==> config.mk <==
export PLATFORM = sky130hd
export DESIGN_NAME = multicycle_ctrl_flat
export DESIGN_NICKNAME = d
export VERILOG_FILES = /design/src/rtl/multicycle_ctrl_if.sv /design/src/rtl/multicycle_ctrl.sv /design/src/flat_wrapper.sv
export SDC_FILE = /design/constraint.sdc
export NUM_CORES = 1
export LEC_CHECK = 0
export ABC_AREA = 1
export CAP_MARGIN = 20
export CORE_MARGIN = 3
export CORE_UTILIZATION = 48
export CTS_CLUSTER_DIAMETER = 80
export DETAILED_ROUTE_END_ITERATION = 8
export GPL_ROUTABILITY_DRIVEN = 0
export MAX_ROUTING_LAYER = met4
export PLACE_DENSITY_LB_ADDON = 0.08
export SLEW_MARGIN = 5
export SYNTH_ARGS = -nofsm -noshare
export SYNTH_HDL_FRONTEND = slang
export SYNTH_SLANG_ARGS = --single-unit
==> constraint.sdc <==
create_clock -name clk -period 2.8 [get_ports clk]
set_clock_uncertainty 0.2 [all_clocks]
set_input_delay 0.56 -clock clk [delete_from_list [all_inputs] [get_ports clk]]
set_output_delay 0.56 -clock clk [all_outputs]
set_load 0.01 [all_outputs]
==> src/rtl/multicycle_ctrl_if.sv <==
// +----------------------------------------------------------------------------+
// | multicycle_ctrl_if : decode/status inputs and control strobes of the       |
// |                      multicycle controller, grouped as one bundle.         |
// | Revision 1.0                                                               |
// +----------------------------------------------------------------------------+
`default_nettype none

interface multicycle_ctrl_if #(
  parameter int CODE_W = 54
);
  logic [CODE_W-1:0] code;
  logic              zero;
  logic              rs_sign;
  logic              mem_ready;
  logic              ir_we;
  logic              pc_we;
  logic [2:0]        pc_sel;
  logic              rf_w;
  logic              dm_r;
  logic              dm_w;
  logic              hi_ena;
  logic              lo_ena;
  logic              md_start;
  logic              busy;
  logic              exception;
  logic [4:0]        cause;
  logic [2:0]        state;

  modport master (
    input  code, zero, rs_sign, mem_ready,
    output ir_we, pc_we, pc_sel, rf_w, dm_r, dm_w, hi_ena, lo_ena,
           md_start, busy, exception, cause, state
  );

  modport slave (
    output code, zero, rs_sign, mem_ready,
    input  ir_we, pc_we, pc_sel, rf_w, dm_r, dm_w, hi_ena, lo_ena,
           md_start, busy, exception, cause, state
  );
endinterface

`default_nettype wire

==> src/rtl/multicycle_ctrl.sv <==
// +----------------------------------------------------------------------------+
// | multicycle_ctrl : IF/ID/EX/MEM/WB/MD/EXC control FSM for a 54-instruction  |
// |                   multicycle MIPS core with multiply/divide and CP0 traps. |
// | Revision 1.0                                                               |
// +----------------------------------------------------------------------------+
`default_nettype none

module multicycle_ctrl #(
  parameter int CODE_W     = 54,
  parameter int MUL_CYCLES = 4,
  parameter int DIV_CYCLES = 33,
  parameter int CNT_W      = 6
) (
  input  wire logic         clk,
  input  wire logic         rst,
  multicycle_ctrl_if.master bus
);

  localparam logic [2:0] c_ST_IF  = 3'd0;
  localparam logic [2:0] c_ST_ID  = 3'd1;
  localparam logic [2:0] c_ST_EX  = 3'd2;
  localparam logic [2:0] c_ST_MEM = 3'd3;
  localparam logic [2:0] c_ST_WB  = 3'd4;
  localparam logic [2:0] c_ST_MD  = 3'd5;
  localparam logic [2:0] c_ST_EXC = 3'd6;

  localparam logic [2:0] c_PC_SEQ = 3'd0;
  localparam logic [2:0] c_PC_BR  = 3'd1;
  localparam logic [2:0] c_PC_JT  = 3'd2;
  localparam logic [2:0] c_PC_RS  = 3'd3;
  localparam logic [2:0] c_PC_EPC = 3'd4;
  localparam logic [2:0] c_PC_VEC = 3'd5;

  localparam logic [4:0] c_EXC_SYS = 5'b01000;
  localparam logic [4:0] c_EXC_BP  = 5'b01001;
  localparam logic [4:0] c_EXC_RI  = 5'b01010;
  localparam logic [4:0] c_EXC_TR  = 5'b01101;

  localparam logic [CNT_W-1:0]  c_MUL_LOAD = CNT_W'(MUL_CYCLES - 1);
  localparam logic [CNT_W-1:0]  c_DIV_LOAD = CNT_W'(DIV_CYCLES - 1);
  localparam logic [CNT_W-1:0]  c_CNT_ONE  = CNT_W'(1);
  localparam logic [CODE_W-1:0] c_CODE_ONE = CODE_W'(1);

  // Bit positions in the one-hot decode vector.
  localparam int c_I_JR      = 16;
  localparam int c_I_LW      = 22;
  localparam int c_I_SW      = 23;
  localparam int c_I_BEQ     = 24;
  localparam int c_I_BNE     = 25;
  localparam int c_I_J       = 29;
  localparam int c_I_JAL     = 30;
  localparam int c_I_DIVU    = 32;
  localparam int c_I_ERET    = 33;
  localparam int c_I_JALR    = 34;
  localparam int c_I_LB      = 35;
  localparam int c_I_LBU     = 36;
  localparam int c_I_LHU     = 37;
  localparam int c_I_SB      = 38;
  localparam int c_I_SH      = 39;
  localparam int c_I_LH      = 40;
  localparam int c_I_MTHI    = 45;
  localparam int c_I_MTLO    = 46;
  localparam int c_I_MULT    = 47;
  localparam int c_I_MULTU   = 48;
  localparam int c_I_SYSCALL = 49;
  localparam int c_I_TEQ     = 50;
  localparam int c_I_BGEZ    = 51;
  localparam int c_I_BREAK   = 52;
  localparam int c_I_DIV     = 53;

  logic [2:0]        r_state;
  logic [CNT_W-1:0]  r_cnt;
  logic [4:0]        r_cause;

  logic [2:0]        w_next;
  logic [CNT_W-1:0]  w_cnt_next;
  logic [4:0]        w_cause_next;

  logic [CODE_W-1:0] w_sel;
  logic              w_any;
  logic              w_load;
  logic              w_store;
  logic              w_mul;
  logic              w_div;
  logic              w_branch;
  logic              w_taken;
  logic              w_cnt_zero;

  logic              w_ir_we;
  logic              w_pc_we;
  logic [2:0]        w_pc_sel;
  logic              w_rf_w;
  logic              w_dm_r;
  logic              w_dm_w;
  logic              w_hi_ena;
  logic              w_lo_ena;
  logic              w_md_start;
  logic              w_exception;

  // Isolate the lowest set bit so multi-hot codes decode as that instruction.
  assign w_sel   = bus.code & (~bus.code + c_CODE_ONE);
  assign w_any   = |w_sel;

  assign w_load  = w_sel[c_I_LW] | w_sel[c_I_LH] | w_sel[c_I_LHU] |
                   w_sel[c_I_LB] | w_sel[c_I_LBU];
  assign w_store = w_sel[c_I_SW] | w_sel[c_I_SH] | w_sel[c_I_SB];
  assign w_mul   = w_sel[c_I_MULT] | w_sel[c_I_MULTU];
  assign w_div   = w_sel[c_I_DIV] | w_sel[c_I_DIVU];
  assign w_branch = w_sel[c_I_BEQ] | w_sel[c_I_BNE] | w_sel[c_I_BGEZ];
  assign w_taken  = (w_sel[c_I_BEQ]  &  bus.zero) |
                    (w_sel[c_I_BNE]  & ~bus.zero) |
                    (w_sel[c_I_BGEZ] & ~bus.rs_sign);
  assign w_cnt_zero = (r_cnt == '0);

  // State, MD counter and exception cause registers.
  always_ff @(posedge clk or posedge rst) begin
    if (rst) begin
      r_state <= c_ST_IF;
      r_cnt   <= '0;
      r_cause <= '0;
    end else begin
      r_state <= w_next;
      r_cnt   <= w_cnt_next;
      r_cause <= w_cause_next;
    end
  end

  always_comb begin
    w_next       = r_state;
    w_cnt_next   = r_cnt;
    w_cause_next = r_cause;
    case (r_state)
      c_ST_IF: begin
        if (bus.mem_ready) w_next = c_ST_ID;
      end
      c_ST_ID: begin
        if (!w_any) begin
          w_next       = c_ST_EXC;
          w_cause_next = c_EXC_RI;
        end else begin
          w_next = c_ST_EX;
        end
      end
      c_ST_EX: begin
        if (w_sel[c_I_SYSCALL]) begin
          w_next       = c_ST_EXC;
          w_cause_next = c_EXC_SYS;
        end else if (w_sel[c_I_BREAK]) begin
          w_next       = c_ST_EXC;
          w_cause_next = c_EXC_BP;
        end else if (w_sel[c_I_TEQ]) begin
          if (bus.zero) begin
            w_next       = c_ST_EXC;
            w_cause_next = c_EXC_TR;
          end else begin
            w_next = c_ST_IF;
          end
        end else if (w_branch | w_sel[c_I_J] | w_sel[c_I_JR] | w_sel[c_I_ERET] |
                     w_sel[c_I_MTHI] | w_sel[c_I_MTLO]) begin
          w_next = c_ST_IF;
        end else if (w_mul) begin
          w_next     = c_ST_MD;
          w_cnt_next = c_MUL_LOAD;
        end else if (w_div) begin
          w_next     = c_ST_MD;
          w_cnt_next = c_DIV_LOAD;
        end else if (w_load | w_store) begin
          w_next = c_ST_MEM;
        end else begin
          w_next = c_ST_WB;
        end
      end
      c_ST_MEM: begin
        if (bus.mem_ready) w_next = w_load ? c_ST_WB : c_ST_IF;
      end
      c_ST_WB: begin
        w_next = c_ST_IF;
      end
      c_ST_MD: begin
        if (w_cnt_zero) w_next = c_ST_IF;
        else            w_cnt_next = r_cnt - c_CNT_ONE;
      end
      c_ST_EXC: begin
        w_next = c_ST_IF;
      end
      default: begin
        w_next = c_ST_IF;
      end
    endcase
  end

  // Strobes are forced low while reset is held, even in IF.
  always_comb begin
    w_ir_we     = 1'b0;
    w_pc_we     = 1'b0;
    w_pc_sel    = c_PC_SEQ;
    w_rf_w      = 1'b0;
    w_dm_r      = 1'b0;
    w_dm_w      = 1'b0;
    w_hi_ena    = 1'b0;
    w_lo_ena    = 1'b0;
    w_md_start  = 1'b0;
    w_exception = 1'b0;
    if (!rst) begin
      case (r_state)
        c_ST_IF: begin
          w_ir_we = 1'b1;
          w_pc_we = bus.mem_ready;
        end
        c_ST_EX: begin
          if (w_taken) begin
            w_pc_we  = 1'b1;
            w_pc_sel = c_PC_BR;
          end else if (w_sel[c_I_J] | w_sel[c_I_JAL]) begin
            w_pc_we  = 1'b1;
            w_pc_sel = c_PC_JT;
          end else if (w_sel[c_I_JR] | w_sel[c_I_JALR]) begin
            w_pc_we  = 1'b1;
            w_pc_sel = c_PC_RS;
          end else if (w_sel[c_I_ERET]) begin
            w_pc_we  = 1'b1;
            w_pc_sel = c_PC_EPC;
          end
          w_hi_ena   = w_sel[c_I_MTHI];
          w_lo_ena   = w_sel[c_I_MTLO];
          w_md_start = w_mul | w_div;
        end
        c_ST_MEM: begin
          w_dm_r = w_load;
          w_dm_w = w_store;
        end
        c_ST_WB: begin
          w_rf_w = 1'b1;
        end
        c_ST_MD: begin
          w_hi_ena = w_cnt_zero;
          w_lo_ena = w_cnt_zero;
        end
        c_ST_EXC: begin
          w_exception = 1'b1;
          w_pc_we     = 1'b1;
          w_pc_sel    = c_PC_VEC;
        end
        default: begin
          w_ir_we = 1'b0;
        end
      endcase
    end
  end

  assign bus.ir_we     = w_ir_we;
  assign bus.pc_we     = w_pc_we;
  assign bus.pc_sel    = w_pc_sel;
  assign bus.rf_w      = w_rf_w;
  assign bus.dm_r      = w_dm_r;
  assign bus.dm_w      = w_dm_w;
  assign bus.hi_ena    = w_hi_ena;
  assign bus.lo_ena    = w_lo_ena;
  assign bus.md_start  = w_md_start;
  assign bus.exception = w_exception;
  assign bus.busy      = (r_state != c_ST_IF) && !rst;
  assign bus.cause     = r_cause;
  assign bus.state     = r_state;

endmodule

`default_nettype wire

==> src/flat_wrapper.sv <==
// flat-port wrapper written by rule: the top's interface ports become plain ports
module multicycle_ctrl_flat 
#(
  parameter int CODE_W     = 54,
  parameter int MUL_CYCLES = 4,
  parameter int DIV_CYCLES = 33,
  parameter int CNT_W      = 6
)
  (clk, rst, bus_code, bus_zero, bus_rs_sign, bus_mem_ready, bus_ir_we, bus_pc_we, bus_pc_sel, bus_rf_w, bus_dm_r, bus_dm_w, bus_hi_ena, bus_lo_ena, bus_md_start, bus_busy, bus_exception, bus_cause, bus_state);
  multicycle_ctrl_if #(.CODE_W(CODE_W)) bus_i ();
  input  wire logic clk;
  input  wire logic rst;
  input wire logic [$bits(bus_i.code)-1:0] bus_code;
  input wire logic [$bits(bus_i.zero)-1:0] bus_zero;
  input wire logic [$bits(bus_i.rs_sign)-1:0] bus_rs_sign;
  input wire logic [$bits(bus_i.mem_ready)-1:0] bus_mem_ready;
  output wire logic [$bits(bus_i.ir_we)-1:0] bus_ir_we;
  output wire logic [$bits(bus_i.pc_we)-1:0] bus_pc_we;
  output wire logic [$bits(bus_i.pc_sel)-1:0] bus_pc_sel;
  output wire logic [$bits(bus_i.rf_w)-1:0] bus_rf_w;
  output wire logic [$bits(bus_i.dm_r)-1:0] bus_dm_r;
  output wire logic [$bits(bus_i.dm_w)-1:0] bus_dm_w;
  output wire logic [$bits(bus_i.hi_ena)-1:0] bus_hi_ena;
  output wire logic [$bits(bus_i.lo_ena)-1:0] bus_lo_ena;
  output wire logic [$bits(bus_i.md_start)-1:0] bus_md_start;
  output wire logic [$bits(bus_i.busy)-1:0] bus_busy;
  output wire logic [$bits(bus_i.exception)-1:0] bus_exception;
  output wire logic [$bits(bus_i.cause)-1:0] bus_cause;
  output wire logic [$bits(bus_i.state)-1:0] bus_state;
  assign bus_i.code = bus_code;
  assign bus_i.zero = bus_zero;
  assign bus_i.rs_sign = bus_rs_sign;
  assign bus_i.mem_ready = bus_mem_ready;
  assign bus_ir_we = bus_i.ir_we;
  assign bus_pc_we = bus_i.pc_we;
  assign bus_pc_sel = bus_i.pc_sel;
  assign bus_rf_w = bus_i.rf_w;
  assign bus_dm_r = bus_i.dm_r;
  assign bus_dm_w = bus_i.dm_w;
  assign bus_hi_ena = bus_i.hi_ena;
  assign bus_lo_ena = bus_i.lo_ena;
  assign bus_md_start = bus_i.md_start;
  assign bus_busy = bus_i.busy;
  assign bus_exception = bus_i.exception;
  assign bus_cause = bus_i.cause;
  assign bus_state = bus_i.state;
  multicycle_ctrl #(.CODE_W(CODE_W), .MUL_CYCLES(MUL_CYCLES), .DIV_CYCLES(DIV_CYCLES), .CNT_W(CNT_W)) u_core (.clk(clk), .rst(rst), .bus(bus_i));
endmodule
==> summary.md, run 1 <==
| Metric | Value |
|---|---|
| Syn_nets | 548 |
| Dpl hpwl | 8581 um |
| I/O pin count | 80 |
| Synth Cell Area | 2487 um2 |
| Clock buffers created by TritonCTS | 3 |
| Mean Syn Cell Area | 5.108 um2 |
| CTS Buffer Depth | 2 |
| Clk sink count | 13 |
| Clock root buffer master | clkbuf_8 |
| CTS resizes | 270 |
| Die height | 77.99 um |
| Yosys warns | 0 |
| Port Buffer Count | 78 |
| CTS H-tree lvls | 1 |
| Place WS | -0.7689 ns |
| Hold-fix buffers, CTS | 0 |
| Post-CTS setup buffers | 55 |
| Synth cell types | 33 |
| Initial Utilization | 50.97% |
| Tool error | [ERROR DPL-0033] detailed placement checks failed during check placement. |
| Post-synthesis sequential area ratio | 13.08% |
| Stopping stage | 4_1_cts |
| Die width | 77.99 um |
| Cells after Synth | 487 |
| Status | stopped before the end |
| Number of synthesized register bits | 13 |
| Row Count | 25 |
-- logic make-up after synthesis --
group                    synth area share (%)
adder cells (fa/ha/maj)                 1.006
AO/OA/AOI/OAI                           7.193
buffers and inverters                   11.47
other                                  0.1508
AND/OR/NAND/NOR                         66.05
XOR/XNOR                                1.057
flip-flops                              13.08
-- synthesized netlist by cell type --
cell / instances / area, um2
ha_1: 2 / 25.02
nand3b_1: 3 / 22.52
nor2_2: 20 / 125.1
nor3b_2: 1 / 12.51
nor2_8: 1 / 20.02
o21bai_1: 1 / 7.510
inv_2: 6 / 22.52
inv_1: 68 / 255.2
buf_4: 1 / 7.510
o21ai_0: 6 / 30.03
nand2_2: 9 / 56.30
o21ai_2: 2 / 17.52
nor2_1: 119 / 446.7
or2_2: 1 / 6.260
nor3b_1: 1 / 7.510
xnor2_1: 2 / 17.52
a21oi_1: 6 / 30.03
nor2_4: 6 / 67.56
a31oi_1: 2 / 12.51
nand2_1: 135 / 506.7
xor2_1: 1 / 8.760
o31ai_1: 3 / 22.52
o21ai_4: 1 / 16.27
or2_1: 1 / 6.260
conb_1: 1 / 3.750
nor3_1: 13 / 65.06
nand3_2: 3 / 30.03
o211ai_1: 3 / 22.52
nand3_1: 44 / 220.2
nand4_1: 7 / 43.79
o21ai_1: 4 / 20.02
and2_1: 1 / 6.260
dfrtp_1: 13 / 325.3
-- stage by stage --
step,utilization (%),area (um2),cells
floorplan,-,2487,487
global placement,87.31,4260,753
detailed placement,87.31,4260,753
==> run 2: changes to the inputs <==
--- a/config.mk
+++ b/config.mk
@@ -8,12 +8,10 @@
 export ABC_AREA = 1
 export CAP_MARGIN = 20
 export CORE_MARGIN = 3
-export CORE_UTILIZATION = 48
-export CTS_CLUSTER_DIAMETER = 80
+export CORE_UTILIZATION = 40
 export DETAILED_ROUTE_END_ITERATION = 8
 export GPL_ROUTABILITY_DRIVEN = 0
-export MAX_ROUTING_LAYER = met4
-export PLACE_DENSITY_LB_ADDON = 0.08
+export PLACE_DENSITY_LB_ADDON = 0.15
 export SLEW_MARGIN = 5
 export SYNTH_ARGS = -nofsm -noshare
 export SYNTH_HDL_FRONTEND = slang
==> run 2 against run 1 <==
Net effect:
- the flow now finishes, with violations (negative setup slack)
- synthesized area unchanged
- synthesized cell count stayed put
==> summary.md, run 2 <==
| Metric | Value |
|---|---|
| Max-slew violations | 0 |
| Dpl hpwl | 8196 um (-4.5%) |
| R2r startpoint | u_core.bus.state[1] |
| Number of flip-flops in the largest register | 6 |
| Top achievable clock speed | 338.2 MHz |
| Power Internal | 0.0007645 W |
| P_sw | 0.0006683 W |
| Hold Startpoint | u_core.bus.cause[3] |
| Layout cell share with drive strength beyond 1 | 48.53% |
| Slowest stage delay, CP | 0.21 ns |
| Fin crit period | 2.957 ns |
| Largest net degree at the start of global routing | 14 |
| Crit Path Class | in2out |
| Clock buffers created by TritonCTS | 3 (unchanged) |
| RSZ-0062 raised after global routing | yes |
| Die height | 84.86 um (+8.8%) |
| Initial antenna violation count | 0 |
| Vias | 4404 |
| I/O pin count | 80 (unchanged) |
| Hold endpoint | u_core.bus.cause[3] |
| M1 WL | 4489 um |
| Cells after Synth | 487 (unchanged) |
| WL met2 | 6386 um |
| Slowest CP cell | clkdlybuf4s15_2 |
| GRT overflow | 0 |
| Ant diodes | 0 |
| Clk sink count | 13 (unchanged) |
| Yosys warns | 0 (unchanged) |
| CP dominant cell by count | nor2_2 |
| Post-synth EDFFs | 0 (unchanged) |
| Area growth syn-to-layout | 100.1% |
| Area of the core | 5956 um2 |
| Part of the power in combinational logic | 66.7% |
| Clock share of power | 11.9% |
| Area occupied by multi-input gates | 2243 um2 |
| Number of synthesized register bits | 13 (unchanged) |
| Area contributors post-synth | nand2_1 20%, nor2_1 18%, dfrtp_1 13% |
| Final hold vios | 0 |
| Main synth FF type | dfrtp_1 |
| Async set-reset flop share out of synthesis | 100.0% (unchanged) |
| Leakage | 2.564 nW |
| CTS H-tree lvls | 1 (unchanged) |
| Row Count | 28 (+12%) |
| Register area | 325.3 um2 |
| Wire length on met3 | 823 um |
| DR top layer | met4 |
| Vias in the first global route | 4195 |
| Pwr/cell area | 287.9 nW/um2 |
| Hold-fix buffers, CTS | 0 (unchanged) |
| Final setup TNS | -0.4149 ns |
| Avg Vias per Cell | 5.351 |
| Top-count cell post-synth | nand2_1 |
| Maximum VDD drop | 452.2 uV |
| Post-synthesis sequential area ratio | 13.08% (unchanged) |
| FF-to-FF setup slack | 0.49 ns |
| Mean Syn Cell Area | 5.108 um2 (unchanged) |
| Crit-path max FO | 3 |
| WHS Path Cells | 1 |
| Top cells by count, synth | 135 x nand2_1, 119 x nor2_1, 68 x inv_1, 44 x nand3_1, 20 x nor2_2 |
| ANT nets after route | 0 |
| Final setup margin | -0.1565 ns |
| Most frequent cells in the layout | 169 x buf_4, 109 x nand2_1, 76 x nor2_1 |
| CTS tree | done |
| Routed wire length per instance | 15.12 um |
| WP data required | 2.04 ns |
| Clock root buffer master | clkbuf_8 |
| Total design power | 0.001433 W |
| Final period util | 105.6% |
| Status | finished, violations left |
| CTS Buffer Depth | 2 (unchanged) |
| Clk_lat worst skew | 0.25 ns |
| Residual DRC | 0 |
| Worst R2R Path Depth | 15 |
| Final setup viols | 7 |
| Die Footprint | 7200 um2 |
| Routed WL | 12440 um |
| Sequential share of power | 21.4% |
| Place WS | -0.8840 ns (-0.1151 ns) |
| Synth cell types | 33 (unchanged) |
| Critical path startpoint category | input pin |
| Initial Utilization | 41.76% (-9.2 points) |
| RR Endpoint | u_core.bus.cause[2] |
| Synth top area share | 20.37% (unchanged) |
| Nets@finish | 810 |
| Crit-path cells | clkdlybuf4s15_2 -> nor2_2 -> nand2_2 -> nor2_2 -> nand4_1 -> nor2_2 -> nand2_1 -> o211ai_1 -> nor2_1 -> nand3_1 -> nand2_1 -> a21oi_1 -> buf_2 |
| Die width | 84.86 um (+8.8%) |
| Clock transition at path regs | 0.05 ns |
| 1st-pass router iterations | 5 |
| Syn_nets | 548 (unchanged) |
| Failing checks | negative setup slack |
| Fillcell total | 394 |
| Port Buffer Count | 78 (unchanged) |
| Worst hold path class | reg2reg |
| Final Util | 83.57% |
| DR iter-0 viols | 296 |
| Crit path capture type | output pin |
| Total GRT Usage | 30.37% |
| Worst Path Arrival | 2.20 ns |
| First-pass GRT wire length | 18050 um |
| Top reg by flops | u_core.r_cnt |
| Synth Cell Area | 2487 um2 (unchanged) |
| Commonest non-fill, non-tap cell in the layout | buf_4 |
| Cell accounting for the most synthesized area | nand2_1 |
| Max-cap violations | 0 |
| Sw frac | 46.64% |
run 2: cell counts after synthesis:
No cell type changed its count.
run 2: cells by family (layout without fill, tap and decap cells):
group,after synthesis,in the layout,synth area share (%)
other,1,1,0.1508
AO/OA/AOI/OAI,28,28,7.193
flip-flops,13,13,13.08
AND/OR/NAND/NOR,365,365,66.05
XOR/XNOR,3,3,1.057
buffers and inverters,75,336,11.47
adder cells (fa/ha/maj),2,2,1.006
run 2: power groups by stage:
stage / sequential, W / combinational, W / clock [W]
2_1_floorplan: 0.000302 / 0.000479 / 0
3_3_place_gp: 0.000304 / 0.000823 / 0
3_5_place_dp: 0.000305 / 0.000847 / 0
4_1_cts: 0.000304 / 0.000890 / 0.000167
5_1_grt: 0.000314 / 0.00105 / 0.000175
6_report: 0.000307 / 0.000955 / 0.000171
run 2: per-layer routing:
metal | global-route usage (%) | vias to the layer above
li1 | - | 2043
met1 | 34.36 | 2012
met2 | 57.15 | 283
met3 | 2.039 | 66
met4 | 14.82 | 0
met5 | 0 | -
run 2: cell type report:
type / instances / share of cell area (%)
multi-input combinational: 399 / 45.07
sequential: 13 / 6.536
clock buffer: 4 / 0.9050
inverter: 74 / 5.581
timing repair buffer: 258 / 40.02
tap: 75 / 1.885
run 2: worst max path at each step:
| stage | slack (ns) | depth (start not counted) | to | from |
|---|---|---|---|---|
| final | -0.16 | 13 | bus_pc_we | bus_code[18] |
| after global routing | -0.25 | 13 | bus_pc_we | bus_code[18] |
| after CTS | -0.06 | 13 | bus_pc_we | bus_code[23] |
| after detailed placement | -0.88 | 13 | bus_pc_we | bus_code[8] |
| after global placement | -0.83 | 13 | bus_pc_we | bus_code[8] |
| after floorplan | 0.28 | 11 | bus_pc_we | bus_code[3] |
run 2: what timing repair did:
item                                    in CTS  in global routing
endpoints found under the setup margin       9                 14
setup buffers                               46                 12
pin swaps                                   61                 50
cloned                                       0                  0
gates resized for setup                    239                 76
run 2: worst max-delay path, delay by kind of cell:
family | cells | cell delay (ns)
AO/OA/AOI/OAI | 2 | 0.24
buffers and inverters | 2 | 0.35
AND/OR/NAND/NOR | 9 | 1.04
run 2: through the flow:
| step | hold slack [ns] | instance area, um2 | instances |
|---|---|---|---|
| after floorplan | 0.2535 | 2487 | 487 |
| after global placement | 0.2473 | 4308 | 766 |
| after detailed placement | 0.2697 | 4308 | 766 |
| after CTS | 0.2738 | 4786 | 814 |
| after global routing | 0.2922 | 4977 | 823 |
| final | 0.2640 | 4977 | 823 |
Note: power is estimated with default switching activity, not from simulation.
